$ cat config.mk
export PLATFORM = sky130hd
export DESIGN_NAME = mem_arbiter_fsm
export DESIGN_NICKNAME = d
export VERILOG_FILES = /design/src/rtl/mem_arbiter_fsm.sv
export SDC_FILE = /design/constraint.sdc
export NUM_CORES = 1
export LEC_CHECK = 0
export ABC_AREA = 0
export ABC_CLOCK_PERIOD_IN_PS = 6370
export BUFFER_PORTS_ARGS = -buffer_cell sky130_fd_sc_hd__buf_2
export CORE_UTILIZATION = 29
export CTS_CLUSTER_SIZE = 25
export DETAILED_ROUTE_END_ITERATION = 10
export GPL_TIMING_DRIVEN = 0
export PLACE_DENSITY = 0.54
export SLEW_MARGIN = 20
export SYNTH_ARGS = -nofsm -noshare
export SYNTH_HDL_FRONTEND = slang
export SYNTH_SLANG_ARGS = --single-unit
export TNS_END_PERCENT = 30
$ cat constraint.sdc
create_clock -name clk -period 6.37 [get_ports clk]
set_input_delay 1.274 -clock clk [delete_from_list [all_inputs] [get_ports clk]]
set_output_delay 1.274 -clock clk [all_outputs]
set_load 0.005 [all_outputs]
$ cat src/rtl/mem_arbiter_fsm.sv
// Shares the single main-memory port between ICACHE (read-only) and DCACHE (read/write).
// Round-robin on ties; one transaction at a time through ISSUE/WAIT/DONE with a WAIT timeout.
module mem_arbiter_fsm #(
  parameter int unsigned TIMEOUT = 1023,
  parameter int unsigned TO_W    = 10
) (
  input  logic        clk,
  input  logic        reset,
  input  logic [31:0] icache_addr,
  input  logic        icache_req,
  output logic [31:0] icache_rdata,
  output logic        icache_ready,
  input  logic [31:0] dcache_addr,
  input  logic [31:0] dcache_wdata,
  input  logic [3:0]  dcache_wmask,
  input  logic        dcache_wen,
  input  logic        dcache_ren,
  output logic [31:0] dcache_rdata,
  output logic        dcache_ready,
  output logic [31:0] mem_addr,
  output logic [31:0] mem_wdata,
  output logic [3:0]  mem_wmask,
  output logic        mem_rstrb,
  input  logic [31:0] mem_rdata,
  input  logic        mem_rbusy,
  input  logic        mem_wbusy,
  output logic        arb_busy,
  output logic        mem_timeout
);

  typedef enum logic [1:0] {
    S_IDLE  = 2'd0,
    S_ISSUE = 2'd1,
    S_WAIT  = 2'd2,
    S_DONE  = 2'd3
  } state_t;

  localparam bit              TO_EN   = (TIMEOUT != 32'd0);
  localparam logic [TO_W-1:0] TO_MAX  = TO_W'(TIMEOUT);
  localparam logic [TO_W-1:0] CNT_ONE = {{(TO_W-1){1'b0}}, 1'b1};

  state_t          state_r, state_s;
  logic            last_d_r, last_d_s;   // last grant went to DCACHE
  logic            sel_d_r, sel_d_s;     // current grantee is DCACHE
  logic            op_w_r, op_w_s;
  logic [31:0]     addr_r, addr_s;
  logic [31:0]     wdata_r, wdata_s;
  logic [3:0]      wmask_r, wmask_s;
  logic [31:0]     rdata_r, rdata_s;
  logic [TO_W-1:0] cnt_r, cnt_s;
  logic            to_r, to_s;
  logic            dreq_s, grant_d_s;

  logic            rstrb_r, rstrb_s;
  logic [3:0]      wstrb_r, wstrb_s;
  logic            irdy_r, irdy_s;
  logic            drdy_r, drdy_s;
  logic            busy_r, busy_s;
  logic            tout_r, tout_s;

  assign dreq_s = dcache_wen | dcache_ren;

  // Arbitration, transaction latching and sequencing through ISSUE/WAIT/DONE
  always_comb begin
    state_s   = state_r;
    last_d_s  = last_d_r;
    sel_d_s   = sel_d_r;
    op_w_s    = op_w_r;
    addr_s    = addr_r;
    wdata_s   = wdata_r;
    wmask_s   = wmask_r;
    rdata_s   = rdata_r;
    cnt_s     = cnt_r;
    to_s      = to_r;
    grant_d_s = 1'b0;
    case (state_r)
      S_IDLE: begin
        if (icache_req || dreq_s) begin
          grant_d_s = dreq_s && (!icache_req || !last_d_r);
          sel_d_s   = grant_d_s;
          last_d_s  = grant_d_s;
          addr_s    = grant_d_s ? dcache_addr  : icache_addr;
          wdata_s   = grant_d_s ? dcache_wdata : 32'd0;
          wmask_s   = grant_d_s ? dcache_wmask : 4'b0000;
          op_w_s    = grant_d_s && dcache_wen;
          to_s      = 1'b0;
          state_s   = S_ISSUE;
        end else begin
          state_s = S_IDLE;
        end
      end
      S_ISSUE: begin
        cnt_s = {TO_W{1'b0}};
        // an empty write mask has nothing to send, so skip the memory handshake
        if (op_w_r && (wmask_r == 4'b0000)) begin
          state_s = S_DONE;
        end else begin
          state_s = S_WAIT;
        end
      end
      S_WAIT: begin
        if (!mem_rbusy && !mem_wbusy) begin
          rdata_s = op_w_r ? rdata_r : mem_rdata;
          state_s = S_DONE;
        end else if (TO_EN && ((cnt_r + CNT_ONE) == TO_MAX)) begin
          to_s    = 1'b1;
          rdata_s = 32'd0;
          state_s = S_DONE;
        end else begin
          cnt_s = cnt_r + CNT_ONE;
        end
      end
      S_DONE: begin
        state_s = S_IDLE;
      end
      default: begin
        state_s = S_IDLE;
      end
    endcase
  end

  // Output values for the cycle being entered, so every output leaves straight from a flop
  always_comb begin
    rstrb_s = (state_s == S_ISSUE) && !op_w_s;
    wstrb_s = ((state_s == S_ISSUE) && op_w_s) ? wmask_s : 4'b0000;
    irdy_s  = (state_s == S_DONE) && !sel_d_s;
    drdy_s  = (state_s == S_DONE) && sel_d_s;
    busy_s  = (state_s != S_IDLE);
    tout_s  = (state_s == S_DONE) && to_s;
  end

  // State and latched transaction registers
  always_ff @(posedge clk or posedge reset) begin
    if (reset) begin
      state_r  <= S_IDLE;
      last_d_r <= 1'b1;
      sel_d_r  <= 1'b0;
      op_w_r   <= 1'b0;
      addr_r   <= 32'd0;
      wdata_r  <= 32'd0;
      wmask_r  <= 4'b0000;
      rdata_r  <= 32'd0;
      cnt_r    <= {TO_W{1'b0}};
      to_r     <= 1'b0;
    end else begin
      state_r  <= state_s;
      last_d_r <= last_d_s;
      sel_d_r  <= sel_d_s;
      op_w_r   <= op_w_s;
      addr_r   <= addr_s;
      wdata_r  <= wdata_s;
      wmask_r  <= wmask_s;
      rdata_r  <= rdata_s;
      cnt_r    <= cnt_s;
      to_r     <= to_s;
    end
  end

  // Registered strobes and handshakes
  always_ff @(posedge clk or posedge reset) begin
    if (reset) begin
      rstrb_r <= 1'b0;
      wstrb_r <= 4'b0000;
      irdy_r  <= 1'b0;
      drdy_r  <= 1'b0;
      busy_r  <= 1'b0;
      tout_r  <= 1'b0;
    end else begin
      rstrb_r <= rstrb_s;
      wstrb_r <= wstrb_s;
      irdy_r  <= irdy_s;
      drdy_r  <= drdy_s;
      busy_r  <= busy_s;
      tout_r  <= tout_s;
    end
  end

  assign mem_addr     = addr_r;
  assign mem_wdata    = wdata_r;
  assign mem_wmask    = wstrb_r;
  assign mem_rstrb    = rstrb_r;
  assign icache_rdata = rdata_r;
  assign dcache_rdata = rdata_r;
  assign icache_ready = irdy_r;
  assign dcache_ready = drdy_r;
  assign arb_busy     = busy_r;
  assign mem_timeout  = tout_r;

endmodule

==> results of run 1 <==
-- flip-flops by register name (all words and copies together), names as in the netlist, 2 cells and up --
| name | count |
|---|---|
| cnt_r | 10 |
| dcache_rdata | 32 |
| mem_addr | 32 |
| mem_wdata | 32 |
| mem_wmask | 4 |
| state_r | 2 |
| wmask_r | 4 |
-- how the worst max path moves through the flow --
stage	start	slack (ps)	end
2_1_floorplan	reset	1770	arb_busy$_DFF_PP0_
3_3_place_gp	reset	350	mem_wdata[11]$_DFFE_PP0P_
3_5_place_dp	icache_req	2790	mem_rstrb$_DFF_PP0_
4_1_cts	icache_req	3230	mem_rstrb$_DFF_PP0_
5_1_grt	icache_req	3100	mem_rstrb$_DFF_PP0_
6_report	icache_req	3270	mem_rstrb$_DFF_PP0_
-- routing by layer --
metal	share of wire, %	GRT usage (%)	vias to the layer above
met2	50	27.41	191
met1	41	18.95	2162
li1	-	-	2180
met5	0	0	-
met4	1.6	6.288	0
met3	6.6	4.820	19
-- Yosys cell counts --
master	instances	share of area [%]
a211o_1	1	0.16
a211oi_1	1	0.14
a21o_1	4	0.57
a21oi_1	2	0.19
a22o_1	68	11
a31o_2	1	0.16
a32o_1	1	0.19
a32oi_2	1	0.31
and2_1	2	0.24
and3_1	1	0.12
buf_1	3	0.21
buf_2	3	0.28
buf_4	33	4.7
buf_6	1	0.21
clkbuf_1	20	1.4
dfrtp_1	124	58
dfstp_2	1	0.49
ha_1	5	1.2
inv_1	8	0.57
mux2_2	2	0.42
mux2_4	1	0.28
mux2i_1	32	6.0
nand2_1	41	2.9
nand2b_1	2	0.24
nand3_1	4	0.38
nand3_2	1	0.19
nand4_1	3	0.35
nand4b_1	1	0.16
nor2_1	5	0.35
nor2_2	1	0.12
nor3_1	7	0.66
nor3b_1	5	0.71
nor4_1	1	0.12
nor4b_1	1	0.16
o211ai_1	2	0.28
o21a_1	1	0.14
o21ai_0	38	3.6
o21ai_2	2	0.33
o21bai_2	1	0.21
o311ai_0	1	0.16
o31ai_1	5	0.71
o41ai_1	1	0.16
or4_2	2	0.33
xnor2_1	2	0.33
-- worst reg2reg max path, stage by stage, from the launching register on --
cell and delay (ps):
dfrtp_1 440, ha_1 290, and2_1 220, o31ai_1 340, a32oi_2 120, o21bai_2 250
buf_6 170, mux2_4 300, a21o_1 170
-- report_power, final --
group	leakage [nW]	internal (mW)	switching, mW
combinational	2.24	0.725	0.678
clock	0.272	0.581	0.348
sequential	1.59	1.13	0.210
total	4.09	2.44	1.24
-- kinds of logic (layout without fill, tap and decap cells) --
family / Yosys count / in the layout
AO/OA/AOI/OAI: 130 / 130
flip-flops: 125 / 125
AND/OR/NAND/NOR: 77 / 77
buffers and inverters: 68 / 376
multiplexers: 35 / 35
adder cells (fa/ha/maj): 5 / 5
XOR/XNOR: 2 / 2
other: 0 / 3
-- stage by stage --
step                      instances  hold WS, ps
after floorplan                 442        457.1
after global placement          946        458.6
after detailed placement        948        465.2
after CTS                       979        478.0
after global routing            979        497.4
final                           982        471.2
-- area by class of cell --
class / instances / area, um^2 / share of cell area, %
Timing Repair Buffer: 277 / 1409 / 18.55
Buffer: 60 / 360.3 / 4.745
Multi-Input combinational cell: 249 / 1800 / 23.71
Clock buffer: 20 / 446.7 / 5.881
Inverter: 8 / 35.03 / 0.4613
Antenna cell: 3 / 7.507 / 0.09885
Clock inverter: 11 / 120.1 / 1.582
Tap cell: 229 / 286.5 / 3.773
Sequential cell: 125 / 3129 / 41.20
==> results by group, run 1 <==
Worst hold path
  – Hold Path Stages: 2
  – Hold Crit Start: mem_addr[2]$_DFFE_PP0P_
  – Hold crit path type: reg2reg
  – Hold Path Sink: mem_addr[2]$_DFFE_PP0P_

Final layout
  – Commonest cells after routing, fill and taps aside: buf_2, dfrtp_1, a22o_1
  – Fin area: 7595 um^2
  – Area Growth Syn to Fin: 42.92%
  – Most common cell after layout, fill and taps aside: buf_2
  – Fin util: 42.28%
  – Fill count: 1742
  – Nets: 882
  – Layout cell share with drive strength beyond 1: 47.73%

Route
  – Drt wl/cell: 15.17 um
  – Final ANT Viol Nets: 0
  – Final wirelength: 14.89 mm
  – Iter 0 DRT Violations: 152
  – Routed vias/inst: 4.635
  – Drt first pass iters: 4
  – Residual DRC count: 0
  – Via Count: 4552

Synthesis
  – Synth cell types: 44
  – Synthesis Warnings: 0
  – Post-synthesis xor/xnor area fraction: 0.3296%
  – Post-synthesis simple-gate area fraction: 7.017%
  – Sequential share of the synthesized area: 58.89%
  – Mux contribution to synthesized area: 6.734%
  – Syn Area/Cell: 12.02 um^2
  – Synth Area in Compound Gates: 18.51%
  – Syn nets: 586
  – Syn Inst Count: 442
  – Synth Cell Area: 5314 um^2
  – Largest family of logic cells by synthesized area: compound AO/OA/AOI/OAI gates
  – Yosys reg bits: 125
  – Adder-cell area share of the yosys netlist: 1.177%

Timing
  – Slack of the critical path: 3270 ps
  – Worst Clk Skew: 9.062 ps
  – FMAX: 0.3226 GHz
  – Final period util: 48.67%
  – Max Slew Vio Count: 0
  – Final setup violation count: 0
  – Final Hold Viols: 0
  – Setup TNS: 0 ps
  – Slew headroom: 38.38%
  – Unrepaired setup endpoints after global routing: no
  – Period minus WS final: 3100 ps
  – Slew @ Worst Pin: 916.4 ps

Clocking
  – Post-CTS Resized: 0
  – Max clock buf depth: 2
  – Hold buffer count at cts: 0
  – Setup Buffers After CTS: 0
  – Clock slew at reported path FFs: 60 ps
  – CTS root buf: clkbuf_16
  – CTS Buf Count: 17
  – Number of H-tree levels: 4
  – Worst-Skew Late Latency: 410 ps
  – Clk sinks: 125
  – CTS tree: yes

Setup path
  – RR Startpoint: cnt_r[0]$_DFFE_PP0P_
  – CP peak stage delay: 780 ps
  – FF-to-FF setup slack: 3960 ps
  – CP arrival: 3350 ps
  – Crit-path slowest cell: o31ai_1
  – WP buf/inv: 2
  – Critical path type: in2reg
  – R2R depth: 8
  – Crit path required time: 6620 ps
  – Startpoint Class: primary input
  – Crit Path Max Fanout: 10
  – Critical Path, Cell by Cell: buf_2 -> o31ai_1 -> clkbuf_1 -> nand2_1 -> o21ai_2 -> nor3_1
  – CP delay by family, top: compound AO/OA/AOI/OAI gates
  – Reg2reg end: cnt_r[4]$_DFFE_PP0P_
  – Levels on crit path: 6
  – Setup crit end kind: flip-flop

GRT
  – GRT Total Usage: 16.10%
  – Global-route wire length before repair: 22.83 mm
  – Vias in the first global route: 4572
  – Initial antenna violation count: 1
  – Largest net degree at the start of global routing: 78
  – Grt ovf: 0

Place
  – Placer's final routability congestion estimate: 0.7882
  – DP HPWL: 11.16 mm
  – Post-DP Area: 7020 um^2
  – PortBufs: 275
  – Place WS: 2794 ps

Status
  – Status: complete, no violations

Power and ir drop
  – Power per cell area: 483.6 nW/um^2
  – Tot Pwr: 3.673 mW
  – Maximum VDD drop: 0.0001830 V
  – Leak Pwr: 4.092 nW

Die
  – Initial core utilization: 29.58%
  – I/O pin cnt: 276
  – DIE AREA: 18870 um^2
  – Std-Cell Core Area: 17960 um^2
  – Placement Rows: 49
  – Die width: 137.4 um
  – Die Ht: 137.4 um

Run
  – Max_cap viols: 0
(Power assumes the default switching activity.)
==> run 2, diff against run 1 <==
--- a/config.mk
+++ b/config.mk
@@ -6,13 +6,13 @@
 export NUM_CORES = 1
 export LEC_CHECK = 0
 export ABC_AREA = 0
-export ABC_CLOCK_PERIOD_IN_PS = 6370
+export ABC_CLOCK_PERIOD_IN_PS = 2700
 export BUFFER_PORTS_ARGS = -buffer_cell sky130_fd_sc_hd__buf_2
 export CORE_UTILIZATION = 29
 export CTS_CLUSTER_SIZE = 25
 export DETAILED_ROUTE_END_ITERATION = 10
 export GPL_TIMING_DRIVEN = 0
-export PLACE_DENSITY = 0.54
+export PLACE_DENSITY = 0.56
 export SLEW_MARGIN = 20
 export SYNTH_ARGS = -nofsm -noshare
 export SYNTH_HDL_FRONTEND = slang
==> constraint.sdc (replaced) <==
create_clock -name clk -period 2.7 [get_ports clk]
set_input_delay 0.54 -clock clk [delete_from_list [all_inputs] [get_ports clk]]
set_output_delay 0.54 -clock clk [all_outputs]
set_load 0.005 [all_outputs]
==> run 2 against run 1 <==
Against the previous run:
- register-to-register slack worse by 3600 ps
- total power up 140%
- via count down 2.6%
- clock-buffer cell count down 2
- critical path depth up 2
- non-clock buffer count up 3
- setup slack worse by 2900 ps
- sequential power up 130%
- combinational power up 140%
- clock skew up 2.3 ps
- global-route usage down 0.63 points
- routed wire length down 3.6%
- critical path type is now reg2reg
==> results by group, run 2 (synthesis gave the netlist of run 1 again) <==
Die
  – DIE AREA: 18870 um^2
  – Die Ht: 137.4 um
  – Die width: 137.4 um
  – Placement Rows: 49
  – I/O pin cnt: 276
  – Initial core utilization: 29.58%
  – Std-Cell Core Area: 17960 um^2

Power and ir drop
  – Power per cell area: 1155 nW/um^2
  – Switch share: 33.00%
  – Leak Pwr: 4.162 nW
  – Tot Pwr: 8.922 mW
  – Sw power: 2.944 mW
  – Int Power: 5.978 mW
  – Clock network power share: 27.8%
  – Share of power burned in registers: 35.2%
  – Maximum VDD drop: 0.0004671 V
  – Combinational share of power: 36.9%

Route
  – Max Used Layer: met4
  – Routed vias/inst: 4.511
  – Drt wl/cell: 14.61 um
  – Iter 0 DRT Violations: 154
  – Via Count: 4434
  – Final wirelength: 14.37 mm
  – Final ANT Viol Nets: 0
  – Drt first pass iters: 4
  – Met1 WL: 6.158 mm
  – Met2 WL post-DR: 7.162 mm
  – Residual DRC count: 0
  – Met3 Routed Length: 913 um

Setup path
  – FF-to-FF setup slack: 320 ps
  – Crit Path Max Fanout: 10
  – Critical path type: reg2reg
  – Startpoint Class: flip-flop
  – CP arrival: 2670 ps
  – Crit path required time: 2990 ps
  – Setup crit end kind: flip-flop

Timing
  – Final Hold Viols: 0
  – Final period util: 88.01%
  – FMAX: 0.4208 GHz
  – Slack of the critical path: 323.7 ps
  – Period minus WS final: 2376 ps
  – Worst Clk Skew: 11.38 ps
  – Slew @ Worst Pin: 789.7 ps
  – Final setup violation count: 0
  – Max Slew Vio Count: 0
  – Unrepaired setup endpoints after global routing: no
  – Slew headroom: 46.90%
  – Setup TNS: 0 ps

Final layout
  – Multi-input logic area: 1800 um^2
  – Fill count: 1749
  – Register area: 3129 um^2
  – Nets: 885
  – Most common cell after layout, fill and taps aside: buf_2
  – Area Growth Syn to Fin: 45.42%
  – Fin util: 43.02%
  – # diodes: 0
  – Commonest cells after routing, fill and taps aside: buf_2, dfrtp_1, a22o_1
  – Layout cell share with drive strength beyond 1: 48.28%
  – Post-Layout Cell Count: 983

Clocking
  – Hold buffer count at cts: 0
  – Post-CTS Resized: 0
  – CTS tree: yes
  – Clk sinks: 125
  – Worst-Skew Late Latency: 410 ps
  – Max clock buf depth: 2
  – Clock slew at reported path FFs: 60 ps
  – CTS Buf Count: 17
  – CTS root buf: clkbuf_16
  – Setup Buffers After CTS: 0
  – Number of H-tree levels: 4

Place
  – Place WS: -43.68 ps
  – DP Cell Count: 951
  – DP HPWL: 10.86 mm
  – Placer's final routability congestion estimate: 0.7492
  – PortBufs: 275

GRT
  – Largest net degree at the start of global routing: 34
  – Grt ovf: 0
  – Vias in the first global route: 4262
  – Global-route wire length before repair: 22.01 mm
  – Initial antenna violation count: 0
  – GRT Total Usage: 15.46%

Worst hold path
  – Hold crit path type: in2async

Status
  – Status: complete, no violations

Run
  – Max_cap viols: 0
-- run 2: cell count changes in the layout (fill, tap and decap cells not counted), sizes merged --
cell,delta
diode,-3
buf,+3
inv,+4
bufinv,+2
clkbuf,-2
clkinvlp,-2
clkinv,-1
-- run 2: stage by stage --
| stage | area, um^2 | hold WS (ps) |
|---|---|---|
| finish | 7727 | 140.9 |
| global route | 7727 | 141.2 |
| CTS | 7727 | 127.9 |
| detailed placement | 7082 | 465.0 |
| global placement | 6980 | 455.3 |
| floorplan | 5318 | 457.1 |
-- run 2: path summary, 6_finish.rpt --
check / from / endpoint / depth (start not counted)
worst max-delay path: cnt_r[0]$_DFFE_PP0P_ / dcache_rdata[2]$_DFFE_PP0P_ / 8
worst max register to register: cnt_r[0]$_DFFE_PP0P_ / dcache_rdata[2]$_DFFE_PP0P_ / 8
max in group asynchronous: reset / mem_wdata[24]$_DFFE_PP0P_ / 4
min in group clk: dcache_wdata[3] / mem_wdata[3]$_DFFE_PP0P_ / 2
worst min-delay path: reset / mem_addr[22]$_DFFE_PP0P_ / 2
worst min register to register: mem_addr[19]$_DFFE_PP0P_ / mem_addr[19]$_DFFE_PP0P_ / 2
-- run 2: worst max-delay path: stages, from the launching register on --
cell	delay (ps)
dfrtp_1	440
ha_1	290
and2_1	220
o31ai_1	270
a32oi_2	110
nor3_1	360
nor2_2	150
buf_2	220
a22o_1	200
-- run 2: routing by layer --
metal	track usage, %	vias to the layer above
met5	0	-
met3	5.188	10
met2	25.28	180
met4	4.640	0
li1	-	2176
met1	19.27	2068
-- run 2: final cells by class --
cell class | instances | area share [%]
Tap cell | 229 | 3.708
Clock inverter | 14 | 2.672
Buffer | 60 | 4.663
Inverter | 8 | 0.4372
Multi-Input combinational cell | 249 | 23.30
Timing Repair Buffer | 280 | 19.04
Clock buffer | 18 | 5.683
Sequential cell | 125 | 40.50
-- run 2: power by group through the flow --
stage / Combinational, mW / Clock (mW) / Sequential (mW)
after floorplan: 1.82 / 0 / 3.19
after global placement: 3.31 / 0 / 3.17
after detailed placement: 3.37 / 0 / 3.16
after CTS: 3.37 / 2.55 / 3.15
after global routing: 3.77 / 2.65 / 3.26
final: 3.29 / 2.48 / 3.14
